$ cat config.mk
export PLATFORM = sky130hd
export DESIGN_NAME = rmc_row_scheduler
export DESIGN_NICKNAME = d
export VERILOG_FILES = /design/src/rtl/rmc_pkg.sv /design/src/rtl/rmc_valid_pipe.sv /design/src/rtl/rmc_row_scheduler.sv
export SDC_FILE = /design/constraint.sdc
export NUM_CORES = 1
export LEC_CHECK = 0
export CAP_MARGIN = 40
export CORE_UTILIZATION = 25
export CTS_CLUSTER_DIAMETER = 60
export DETAILED_ROUTE_END_ITERATION = 10
export GPL_ROUTABILITY_DRIVEN = 0
export SYNTH_ARGS = -nofsm -noshare
export SYNTH_HDL_FRONTEND = slang
export SYNTH_SLANG_ARGS = --single-unit
$ cat constraint.sdc
create_clock -name CLK -period 2.15 [get_ports CLK]
set_input_delay 0.5375 -clock CLK [delete_from_list [all_inputs] [get_ports CLK]]
set_output_delay 0.5375 -clock CLK [all_outputs]
set_load 0.05 [all_outputs]
$ cat src/rtl/rmc_pkg.sv
// Shared types and constants for the row-matrix scheduler.
// Latency: n/a (declarations only).
// Backpressure: n/a.
package rmc_pkg;

    typedef enum logic [2:0] {
        IDLE   = 3'd0,
        ISSUE  = 3'd1,
        DRAIN  = 3'd2,
        RESULT = 3'd3,
        DONEST = 3'd4
    } state_t;

    // Stages from an element handshake to its accumulate: one BRAM read cycle,
    // one DSP operand register stage, one product register stage.
    localparam int DSP_PIPE_DEPTH = 3;
    localparam int BRAM_RD_LAT    = 1;

    // Counter / index width that stays legal when the count is 1.
    function automatic int clog2_min1(input int n);
        return (n > 1) ? $clog2(n) : 1;
    endfunction

endpackage

$ cat src/rtl/rmc_valid_pipe.sv
// Tracks issued elements through the DSP pipeline: v = real element, f = first of row.
// Latency: DEPTH cycles from in_v/in_f to out_v/out_f.
// Backpressure: none; shifts every cycle.
//   clk, rst_n    : clock, async active-low reset (clears all stages)
//   in_v, in_f    : element issued this cycle / it is element 0 of its row
//   out_v, out_f  : element reaching the accumulate stage this cycle
//   empty         : no element upstream of the final stage, so the pipe is
//                   empty from the next cycle on
module rmc_valid_pipe
    import rmc_pkg::*;
#(
    parameter int DEPTH = DSP_PIPE_DEPTH
) (
    input  logic clk,
    input  logic rst_n,
    input  logic in_v,
    input  logic in_f,
    output logic out_v,
    output logic out_f,
    output logic empty
);

    logic [DEPTH-1:0] v_q, v_d;
    logic [DEPTH-1:0] f_q, f_d;

    always_comb begin
        v_d = {v_q[DEPTH-2:0], in_v};
        f_d = {f_q[DEPTH-2:0], in_f};
    end

    always_ff @(posedge clk or negedge rst_n) begin
        if (!rst_n) begin
            v_q <= '0;
            f_q <= '0;
        end else begin
            v_q <= v_d;
            f_q <= f_d;
        end
    end

    assign out_v = v_q[DEPTH-1];
    assign out_f = f_q[DEPTH-1];
    // Looking one stage early lets the scheduler leave DRAIN in the same
    // cycle the final accumulate happens, so the result is visible next cycle.
    assign empty = ~|v_q[DEPTH-2:0];

endmodule

$ cat src/rtl/rmc_row_scheduler.sv
// Multi-row sequencer for the weight-BRAM / DSP-MAC datapath; runs N_ROWS rows per START.
// Latency: handshake t -> accumulate t+3; last element t -> RES_VALID t+4; row period OP1_COL+4.
// Backpressure: IN_READY only in ISSUE; RES_VALID held until RES_READY, next row waits for it.
//   CLK, RSTN            : clock, async active-low reset
//   START, WBASE         : job start (IDLE only), weight base address latched with it
//   IN_VALID/READY/DATA  : input element stream
//   OP1_OUT              : registered operand broadcast to all DSP lanes
//   BRAM_ADDR, BRAM_RD_EN: weight read port (combinational in the handshake cycle)
//   DSP_EN/ACC_EN/ACC_LOAD: DSP pipeline enable, accumulate, load-instead-of-add
//   RES_VALID/RES_READY  : finished-row handshake; ROW_IDX current row; DONE job pulse
module rmc_row_scheduler
    import rmc_pkg::*;
#(
    parameter  int OP1_COL    = 4,
    parameter  int N_ROWS     = 8,
    parameter  int OP1_WIDTH  = 8,
    parameter  int BRAM_DEPTH = 64,
    localparam int AW         = $clog2(BRAM_DEPTH),
    localparam int RW         = clog2_min1(N_ROWS),
    localparam int EW         = clog2_min1(OP1_COL)
) (
    input  logic                        CLK,
    input  logic                        RSTN,
    input  logic                        START,
    input  logic [AW-1:0]               WBASE,
    input  logic                        IN_VALID,
    output logic                        IN_READY,
    input  logic signed [OP1_WIDTH-1:0] IN_DATA,
    output logic [OP1_WIDTH-1:0]        OP1_OUT,
    output logic [AW-1:0]               BRAM_ADDR,
    output logic                        BRAM_RD_EN,
    output logic                        DSP_EN,
    output logic                        DSP_ACC_EN,
    output logic                        DSP_ACC_LOAD,
    output logic                        RES_VALID,
    input  logic                        RES_READY,
    output logic [RW-1:0]               ROW_IDX,
    output logic                        DONE
);

    state_t               state_q, state_d;
    logic [EW-1:0]        elem_cnt_q, elem_cnt_d;
    logic [RW-1:0]        row_cnt_q, row_cnt_d;
    logic [AW-1:0]        wbase_q, wbase_d;
    logic [OP1_WIDTH-1:0] op1_q, op1_d;
    // Low for the first edge after reset release, so a START that arrives
    // together with the release is not taken.
    logic                 arm_q, arm_d;

    logic hs;
    logic last_elem;
    logic last_row;
    logic pipe_v;
    logic pipe_f;
    logic pipe_empty;

    assign hs        = (state_q == ISSUE) && IN_VALID;
    assign last_elem = (elem_cnt_q == EW'(OP1_COL - 1));
    assign last_row  = (row_cnt_q == RW'(N_ROWS - 1));

    // BRAM depth is a power of two, so the AW-bit sum wraps modulo the depth.
    assign BRAM_ADDR = wbase_q + AW'(elem_cnt_q);

    rmc_valid_pipe #(
        .DEPTH (DSP_PIPE_DEPTH)
    ) u_valid_pipe (
        .clk   (CLK),
        .rst_n (RSTN),
        .in_v  (hs),
        .in_f  (hs && (elem_cnt_q == '0)),
        .out_v (pipe_v),
        .out_f (pipe_f),
        .empty (pipe_empty)
    );

    always_comb begin
        state_d    = state_q;
        elem_cnt_d = elem_cnt_q;
        row_cnt_d  = row_cnt_q;
        wbase_d    = wbase_q;
        op1_d      = op1_q;
        arm_d      = 1'b1;
        IN_READY   = 1'b0;
        BRAM_RD_EN = 1'b0;
        DSP_EN     = 1'b0;
        RES_VALID  = 1'b0;
        DONE       = 1'b0;

        case (state_q)
            IDLE: begin
                if (START && arm_q) begin
                    state_d    = ISSUE;
                    elem_cnt_d = '0;
                    row_cnt_d  = '0;
                    wbase_d    = WBASE;
                end
            end
            ISSUE: begin
                IN_READY = 1'b1;
                DSP_EN   = 1'b1;
                if (IN_VALID) begin
                    BRAM_RD_EN = 1'b1;
                    op1_d      = IN_DATA;
                    if (last_elem) begin
                        elem_cnt_d = '0;
                        state_d    = DRAIN;
                    end else begin
                        elem_cnt_d = elem_cnt_q + 1'b1;
                    end
                end
            end
            DRAIN: begin
                DSP_EN = 1'b1;
                if (pipe_empty) begin
                    state_d = RESULT;
                end
            end
            RESULT: begin
                RES_VALID = 1'b1;
                if (RES_READY) begin
                    if (last_row) begin
                        state_d = DONEST;
                    end else begin
                        row_cnt_d  = row_cnt_q + 1'b1;
                        elem_cnt_d = '0;
                        state_d    = ISSUE;
                    end
                end
            end
            DONEST: begin
                DONE    = 1'b1;
                state_d = IDLE;
            end
            default: begin
                state_d = IDLE;
            end
        endcase
    end

    always_ff @(posedge CLK or negedge RSTN) begin
        if (!RSTN) begin
            state_q    <= IDLE;
            elem_cnt_q <= '0;
            row_cnt_q  <= '0;
            wbase_q    <= '0;
            op1_q      <= '0;
            arm_q      <= 1'b0;
        end else begin
            state_q    <= state_d;
            elem_cnt_q <= elem_cnt_d;
            row_cnt_q  <= row_cnt_d;
            wbase_q    <= wbase_d;
            op1_q      <= op1_d;
            arm_q      <= arm_d;
        end
    end

    assign OP1_OUT      = op1_q;
    assign ROW_IDX      = row_cnt_q;
    assign DSP_ACC_EN   = pipe_v;
    // The first element of every row overwrites whatever the accumulator held.
    assign DSP_ACC_LOAD = pipe_v && pipe_f;

endmodule

==> results of run 1 <==
[cell families after synthesis]
group	after synthesis	share of synthesized area, %
compound gates	12	6.04
xor+xnor	5	3.20
fa+ha+maj	7	6.95
buf+inv	11	4.03
flops	29	53.1
mux	16	14.4
other cells	1	0.274
simple gates	29	12.1
[layout make-up]
class | instances | area (µm²) | share of cell area (%)
clock buffers | 5 | 68.8 | 3.01
clock inverters | 3 | 65.1 | 2.84
inverters | 7 | 26.3 | 1.15
multi-input cells | 70 | 666 | 29.1
flip-flops and latches | 29 | 726 | 31.7
well taps | 70 | 87.6 | 3.83
repair buffers | 56 | 649 | 28.4
[final timing paths]
check / endpoint / slack, ps / depth (start not counted)
setup / recovery: BRAM_ADDR[4] / -110 / 6
hold / removal: u_valid_pipe.f_q[1]$_DFF_PN0_ / 350 / 0
setup reg to reg: OP1_OUT[4]$_DFFE_PN0P_ / 340 / 5
hold reg to reg: u_valid_pipe.f_q[1]$_DFF_PN0_ / 350 / 0
max in group asynchronous: ROW_IDX[1]$_DFFE_PN0P_ / 1240 / 2
min in group asynchronous: OP1_OUT[1]$_DFFE_PN0P_ / 630 / 2
[Yosys cell counts (all sizes together) (2+ instances only)]
master	count	area, µm²
mux2i	2	20.0
nor2	6	22.5
inv	7	26.3
nand2	7	26.3
ha	6	75.1
and2	3	18.8
a22o	2	17.5
o21ai	4	20.0
dfrtp	29	726
a211oi	2	15.0
mux2	14	176
nand3b	2	15.0
xnor2	4	35.0
buf	4	28.8
nand3	2	10.0
[worst max-delay path: cells and delay by family (launching register included)]
kind	cells	cell delay [ps]
DFF	1	360
and+or+nand+nor	1	110
xor gates and xnor gates	1	190
buffers and inverters	2	200
adders and majority gates	2	580
[per-layer routing]
layer  share of wire, %  vias up  wire, µm
met5                  0        -         0
met4                2.0        0        65
met3                4.2        6       133
met2                 53       23      1700
met1                 40      500      1290
li1                   -      494         -
[flip-flops by register name (all words and copies together) (netlist names)]
| name | flops |
|---|---|
| state_q | 3 |
| ROW_IDX | 3 |
| u_valid_pipe.v_q | 3 |
| arm_q | 1 |
| u_valid_pipe.f_q | 3 |
| elem_cnt_q | 2 |
| wbase_q | 6 |
| OP1_OUT | 8 |
[through the flow]
step | setup WS, ps | std cells
after global placement | 17.3 | 226
after detailed placement | 26.5 | 226
after CTS | -101 | 236
after floorplan | -86.2 | 110
final | -113 | 240
after global routing | -184 | 240
[timing repair]
action,in CTS,in global routing
setup endpoints to repair,3,6
cloned,0,0
hold buffers,0,0
setup buffers,2,4
resized for setup,4,5
pin swaps,1,4
==> results_dict.tcl, run 1 <==
set metrics [dict create \
    dieArea_um2 5770 \
    n_antenna_cell 0 \
    post-route-drc-count 0 \
    worst_path_largest_cell_delay_ps 390 \
    placeableCoreArea_um2 5170 \
    ioPinCount 43 \
    asyncSetResetFlopFracSynth_pct 100 \
    post_dp_cell_area_um2 2070 \
    dp.final_hpwl_um 2360 \
    ys_warn_count 0 \
    drt_pass_1_iters 4 \
    tritoncts.num_buffers 5 \
    drt-initial-drc-count 30 \
    synth.net_count 136 \
    timing.critical_path.fanout_max 2 \
    grt_start_max_net_pins 30 \
    path_cells "ha_2 > inv_2 > fa_2 > nor2_4 > xor2_2 > buf_12" \
    global_route.overflow_total 0 \
    timing.critical_path.from_type "flip-flop" \
    final_design_area_no_fill_um2 2290 \
    place.port_buffers 42 \
    cts-root-to-sink-buffers 2 \
    startpoint "wbase_q[0]$_DFFE_PN0P_" \
    criticalPathCategory "flip-flop to output port" \
    cts_tree "built" \
    htreeDepth 2 \
    drt_wl_total_um 3190 \
    normalized_max_slew_margin_pct 65.8 \
    nFillCells 477 \
    clk_root_buffer_cell "sky130_fd_sc_hd__clkbuf_8" \
    syn_to_final_growth_pct 67.3 \
    post_route_clock_skew_ps 2.78 \
    timing.max_cap.violations 0 \
    core.rowCount 26 \
    cts.clk_slew.worst_paths_ps 60 \
    worst_slew_pin_slew_ps 511 \
    global_route.usage.met2_pct 21.1 \
    setup_total_negative_slack_ps -222 \
    gr-max-usage-layer "met2" \
    ys_seq_area_share_pct 53.1 \
    nets 195 \
    clock_sink_count 29 \
    syn-instance-count 110 \
    route.detailed.wl_per_inst_um 13.3 \
    timing.final.hold_violations 0 \
    layout_commonest_cell "sky130_fd_sc_hd__clkdlybuf4s50_1" \
    yosys_register_bits 29 \
    post_synth_instance_area_um2 1370 \
    grt_util_met1_pct 12.6 \
    final_max_slew_viol_count 0 \
    violations "setup timing" \
    commonest_non_fill_non_tap_cells_in_the_layout "sky130_fd_sc_hd__clkdlybuf4s50_1 (30), sky130_fd_sc_hd__dfrtp_1 (29), sky130_fd_sc_hd__buf_4 (13)" \
    worstSetupEndpointType "output port" \
    finalSetupViolations 3 \
    grt_first_pass_wirelength_um 5290 \
    unrepaired_setup_endpoints_after_global_routing "true" \
    hold_start "u_valid_pipe.f_q[0]$_DFF_PN0_" \
    floorplan.die.width_um 76.0 \
    global_route.usage.total_pct 12.0 \
    period_minus_slack_ps 2260 \
    synth_edf_count 0 \
    vias 1023 \
    worst_path_setup_slack_after_routing_ps -113 \
    post_route_cells_drive_above_1_share_pct 30.6 \
    vias_per_cell 4.26 \
    global_route.usage.met3_pct 4.46 \
    r2r_start "state_q[0]$_DFFE_PN0P_" \
    slowest_stage "sky130_fd_sc_hd__fa_2" \
    initial_core_util_pct 26.4 \
    grt_antenna_before_repair 0 \
    first_global_vias 1129 \
    worst_skew_pair.late_latency_ps 280 \
    worst_hold_path_type "flip-flop to flip-flop" \
    achievable-frequency_mhz 442 \
    postLayoutCoreUtil_pct 44.2 \
    hold_slack_ps 348 \
    timing.critical_path.arrival_ps 1730 \
    layout_worst_path_cycle_share_pct 105 \
    die_y_um 76.0 \
    result_of_the_run "complete, but fails checks" \
    detail-route-antenna-nets 0 \
    synth.avg_cell_area_um2 12.4 \
    synth_cell_types 36 \
    leading_register_cell_type_out_of_synthesis "sky130_fd_sc_hd__dfrtp_1" \
    required_ps 1610 \
]
Power of run 1 is not shown: default switching activity piles up to over one toggle a cycle in this logic, so the estimate is an artifact.
==> inputs of run 2 (changes only) <==
==> constraint.sdc (replaced) <==
create_clock -name CLK -period 2.15 [get_ports CLK]
set_input_delay 0.43 -clock CLK [delete_from_list [all_inputs] [get_ports CLK]]
set_output_delay 0.43 -clock CLK [all_outputs]
set_load 0.05 [all_outputs]
==> run 2 against run 1 <==
Effect of this change:
- non-clock buffer count shrank 4
- highest routed layer unchanged
- setup slack gained 100 ps
- critical path depth is the same
- largest cell class unchanged
- core utilization shrank 2.0 points
- sequential cell count is the same
- the run still ends with setup timing left
- clock-buffer cell count grew 1
- die area is the same
- critical path type unchanged
- clock skew grew 3.4 ps
- register-to-register slack gained 120 ps
==> results_dict.tcl, run 2 (synthesized netlist as in run 1, its figures left out) <==
set metrics [dict create \
    clk_root_buffer_cell "sky130_fd_sc_hd__clkbuf_8" \
    timing.critical_path.fanout_max 2 \
    wl_met1_um 1190 \
    drt-initial-drc-count 45 \
    path_cells "ha_2 > inv_2 > fa_2 > nor2_4 > xor2_2 > buf_12" \
    achievable-frequency_mhz 463 \
    placeableCoreArea_um2 5170 \
    post-route-drc-count 0 \
    layout_worst_path_cycle_share_pct 101 \
    wl_met3_um 95 \
    cts-root-to-sink-buffers 2 \
    slowest_stage "sky130_fd_sc_hd__fa_2" \
    nFillCells 463 \
    violations "setup timing" \
    htreeDepth 2 \
    initial_core_util_pct 26.4 \
    cts.clk_slew.worst_paths_ps 60 \
    highest_layer "met4" \
    die_y_um 76.0 \
    normalized_max_slew_margin_pct 65.4 \
    first_global_vias 1046 \
    vias_per_cell 4.19 \
    post_route_cells_drive_above_1_share_pct 26.5 \
    met2_wire_length_um 1480 \
    drt_wl_total_um 2830 \
    route.detailed.wl_per_inst_um 12.0 \
    core.rowCount 26 \
    criticalPathCategory "flip-flop to output port" \
    timing.final.hold_violations 0 \
    worst_slew_pin_slew_ps 517 \
    critPathBufInv 2 \
    timing.critical_path.from_type "flip-flop" \
    required_ps 1720 \
    syn_to_final_growth_pct 59.8 \
    clock_sink_count 29 \
    grt_antenna_before_repair 0 \
    finalSetupViolations 1 \
    tritoncts.num_buffers 5 \
    period_minus_slack_ps 2160 \
    layout_commonest_cell "sky130_fd_sc_hd__clkdlybuf4s50_1" \
    nets 191 \
    worst_skew_pair.late_latency_ps 270 \
    floorplan.die.width_um 76.0 \
    worstSetupEndpointType "output port" \
    post_route_clock_skew_ps 6.13 \
    vias 988 \
    dp.final_hpwl_um 2190 \
    global_route.usage.total_pct 10.8 \
    holdBufCountCts 0 \
    result_of_the_run "complete, but fails checks" \
    dieArea_um2 5770 \
    worst_hold_path_type "flip-flop to flip-flop" \
    place.port_buffers 42 \
    timing.max_cap.violations 0 \
    grt_start_max_net_pins 30 \
    ioPinCount 43 \
    unrepaired_setup_endpoints_after_global_routing "true" \
    worst_path_setup_slack_after_routing_ps -11.6 \
    global_route.overflow_total 0 \
    largest_register_ffs 8 \
    critPathTopFamily "adder cells" \
    detail-route-antenna-nets 0 \
    timing.critical_path.arrival_ps 1730 \
    postLayoutCoreUtil_pct 42.3 \
    final_max_slew_viol_count 0 \
    grt_first_pass_wirelength_um 4820 \
    n_antenna_cell 0 \
    commonest_non_fill_non_tap_cells_in_the_layout "sky130_fd_sc_hd__clkdlybuf4s50_1 (31), sky130_fd_sc_hd__dfrtp_1 (29), sky130_fd_sc_hd__buf_4 (11)" \
    worst_path_largest_cell_delay_ps 400 \
    drt_pass_1_iters 4 \
    cts_tree "built" \
]
## run 2: routing by layer
layer  up-vias  GRT usage, %
met4         0          5.77
li1        487             -
met2        22          19.1
met5         -             0
met1       474          11.7
met3         5          3.13
## run 2: worst register-to-register path, stage by stage, from the launching register on
cell and delay, ps:
sky130_fd_sc_hd__dfrtp_1 520, sky130_fd_sc_hd__and4bb_1 370, sky130_fd_sc_hd__and2_1 350, sky130_fd_sc_hd__mux2_4 330
## run 2: what timing repair did
item | 4_1_cts | 5_1_grt
pin swaps | 0 | 3
endpoints found under the setup margin | 2 | 4
buffers inserted | 1 | 7
hold endpoints to repair | 0 | 0
resized for setup | 3 | 3
## run 2: through the flow
step / instance area [µm²] / setup slack (ps) / setup TNS, ps / hold slack (ps) / cells
after floorplan: 1390 / 2.46 / 0 / 134 / 110
after global placement: 1990 / 128 / 0 / 335 / 220
after detailed placement: 1990 / 77.1 / 0 / 339 / 220
after CTS: 2120 / -29.8 / -29.8 / 354 / 229
after global routing: 2190 / -84.9 / -133 / 369 / 236
final: 2190 / -11.6 / -11.6 / 353 / 236
## run 2: area by class of cell
| cell class | count | area (µm²) | area share [%] |
|---|---|---|---|
| clock buffers | 6 | 82.6 | 3.78 |
| clock inverters | 2 | 37.5 | 1.72 |
| inverters | 7 | 26.3 | 1.20 |
| multi-input cells | 70 | 633 | 29.0 |
| flip-flops and latches | 29 | 726 | 33.2 |
| well taps | 70 | 87.6 | 4.01 |
| repair buffers | 52 | 593 | 27.1 |
## run 2: worst paths after layout
path	startpoint	to	slack (ps)	cells after the start
max in group asynchronous	RSTN	wbase_q[5]$_DFFE_PN0P_	1340	2
worst min-delay path	u_valid_pipe.f_q[0]$_DFF_PN0_	u_valid_pipe.f_q[1]$_DFF_PN0_	350	0
worst min register to register	u_valid_pipe.f_q[0]$_DFF_PN0_	u_valid_pipe.f_q[1]$_DFF_PN0_	350	0
worst max-delay path	wbase_q[0]$_DFFE_PN0P_	BRAM_ADDR[4]	-10	6
min in group asynchronous	RSTN	OP1_OUT[2]$_DFFE_PN0P_	530	2
worst max register to register	state_q[1]$_DFFE_PN0P_	wbase_q[5]$_DFFE_PN0P_	460	3
Power of run 2 is left out for the same reason.
==> inputs of run 3 (changes only) <==
--- a/config.mk
+++ b/config.mk
@@ -6,6 +6,7 @@
 export NUM_CORES = 1
 export LEC_CHECK = 0
 export CAP_MARGIN = 40
+export CORE_MARGIN = 5
 export CORE_UTILIZATION = 25
 export CTS_CLUSTER_DIAMETER = 60
 export DETAILED_ROUTE_END_ITERATION = 10
@@ -13,3 +14,4 @@
 export SYNTH_ARGS = -nofsm -noshare
 export SYNTH_HDL_FRONTEND = slang
 export SYNTH_SLANG_ARGS = --single-unit
+export TNS_END_PERCENT = 10
==> run 3 against run 2 <==
Effect of this change:
- highest routed layer unchanged
- clock skew down 4.0 ps
- hold slack worse by 5.1 ps
- critical endpoint unchanged
- non-clock buffer count down 5
- the run still ends with setup timing left
==> results_dict.tcl, run 3 (synthesized netlist as in run 1, its figures left out) <==
set metrics [dict create \
    route.detailed.wl_per_inst_um 12.9 \
    drt_pass_1_iters 4 \
    n_antenna_cell 0 \
    final_max_slew_viol_count 0 \
    setup_total_negative_slack_ps -51.2 \
    timing.critical_path.fanout_max 2 \
    clock_sink_count 29 \
    initial_core_util_pct 25.3 \
    criticalPathCategory "flip-flop to output port" \
    ioPinCount 43 \
    cts_tree "built" \
    unrepaired_setup_endpoints_after_global_routing "true" \
    stdcell_count 233 \
    layout_worst_path_cycle_share_pct 101 \
    dp.final_hpwl_um 2250 \
    global_route.usage.total_pct 9.04 \
    largest_register_ffs 8 \
    detail-route-antenna-nets 0 \
    achievable-frequency_mhz 459 \
    die_y_um 84.0 \
    core.rowCount 27 \
    timing.max_cap.violations 0 \
    htreeDepth 2 \
    post-place-cells 223 \
    regArea_um2 726 \
    cts.clk_slew.worst_paths_ps 60 \
    multi_input_comb_area_um2 621 \
    drt-initial-drc-count 41 \
    post_dp_cell_area_um2 1980 \
    worstSetupEndpointType "output port" \
    worst_slew_pin_slew_ps 567 \
    cts-root-to-sink-buffers 2 \
    nFillCells 541 \
    final_design_area_no_fill_um2 2120 \
    worst_path_setup_slack_after_routing_ps -30.7 \
    grt_start_max_net_pins 30 \
    layout_commonest_cell "sky130_fd_sc_hd__clkdlybuf4s50_1" \
    placeableCoreArea_um2 5410 \
    tritoncts.num_buffers 5 \
    required_ps 1720 \
    global_route.overflow_total 0 \
    post_route_clock_skew_ps 2.18 \
    timing.critical_path.arrival_ps 1750 \
    vias 984 \
    worst_hold_path_type "flip-flop to flip-flop" \
    holdBufCountCts 0 \
    grt_first_pass_wirelength_um 5060 \
    place.port_buffers 42 \
    hold_slack_ps 347 \
    timing.final.hold_violations 0 \
    result_of_the_run "complete, but fails checks" \
    clk_root_buffer_cell "sky130_fd_sc_hd__clkbuf_8" \
    violations "setup timing" \
    grt_antenna_before_repair 0 \
    first_global_vias 1062 \
    normalized_max_slew_margin_pct 62.1 \
    period_minus_slack_ps 2180 \
    vias_per_cell 4.22 \
    worst_skew_pair.late_latency_ps 280 \
    post-route-drc-count 0 \
    drt_wl_total_um 3000 \
    finalSetupViolations 2 \
    dieArea_um2 7050 \
    post_route_cells_drive_above_1_share_pct 23.0 \
    syn_to_final_growth_pct 55.0 \
    nets 186 \
    timing.critical_path.from_type "flip-flop" \
    floorplan.die.width_um 84.0 \
    commonest_non_fill_non_tap_cells_in_the_layout "sky130_fd_sc_hd__clkdlybuf4s50_1 (31), sky130_fd_sc_hd__dfrtp_1 (29), sky130_fd_sc_hd__buf_12 (10)" \
]
[run 3: path summary, 6_finish.rpt]
kind,startpoint,to,slack [ps],depth (start not counted)
min in group asynchronous,RSTN,OP1_OUT[0]$_DFFE_PN0P_,530,2
worst min register to register,u_valid_pipe.f_q[0]$_DFF_PN0_,u_valid_pipe.f_q[1]$_DFF_PN0_,350,0
worst max register to register,state_q[1]$_DFFE_PN0P_,wbase_q[2]$_DFFE_PN0P_,430,3
max in group asynchronous,RSTN,u_valid_pipe.f_q[2]$_DFF_PN0_,1350,2
worst max-delay path,wbase_q[0]$_DFFE_PN0P_,BRAM_ADDR[4],-30,6
worst min-delay path,u_valid_pipe.f_q[0]$_DFF_PN0_,u_valid_pipe.f_q[1]$_DFF_PN0_,350,0
[run 3: what timing repair did]
action                     CTS  global route
gates resized for setup      4             2
pin swaps                    0             3
setup endpoints to repair    3             3
setup buffers                1             1
[run 3: critical path, cell delays in order (launching register included)]
cell and delay [ps]:
sky130_fd_sc_hd__dfrtp_1 370, sky130_fd_sc_hd__ha_2 200, sky130_fd_sc_hd__inv_2 40, sky130_fd_sc_hd__fa_2 390, sky130_fd_sc_hd__nor2_4 110, sky130_fd_sc_hd__xor2_2 190, sky130_fd_sc_hd__buf_12 160
[run 3: cell type report]
| type | count | share of cell area (%) |
|---|---|---|
| repair buffers | 47 | 26.2 |
| flip-flops and latches | 29 | 34.2 |
| well taps | 72 | 4.25 |
| clock inverters | 1 | 0.236 |
| inverters | 7 | 1.24 |
| multi-input cells | 70 | 29.3 |
| clock buffers | 7 | 4.55 |
[run 3: routing by layer]
layer / wire, µm / up-vias / GRT usage [%]
met5: 0 / - / 0
met4: 28 / 0 / 3.51
met3: 110 / 4 / 3.36
met2: 1510 / 25 / 14.5
met1: 1340 / 483 / 11.0
li1: - / 472 / -
[run 3: metrics by stage]
step | setup WS, ps | util (%)
CTS | -9.12 | 39.0
global route | -108 | 39.2
finish | -30.7 | 39.2
detailed placement | 119 | 36.7
floorplan | -112 | -
global placement | 138 | 36.7
Power of run 3 is left out for the same reason.
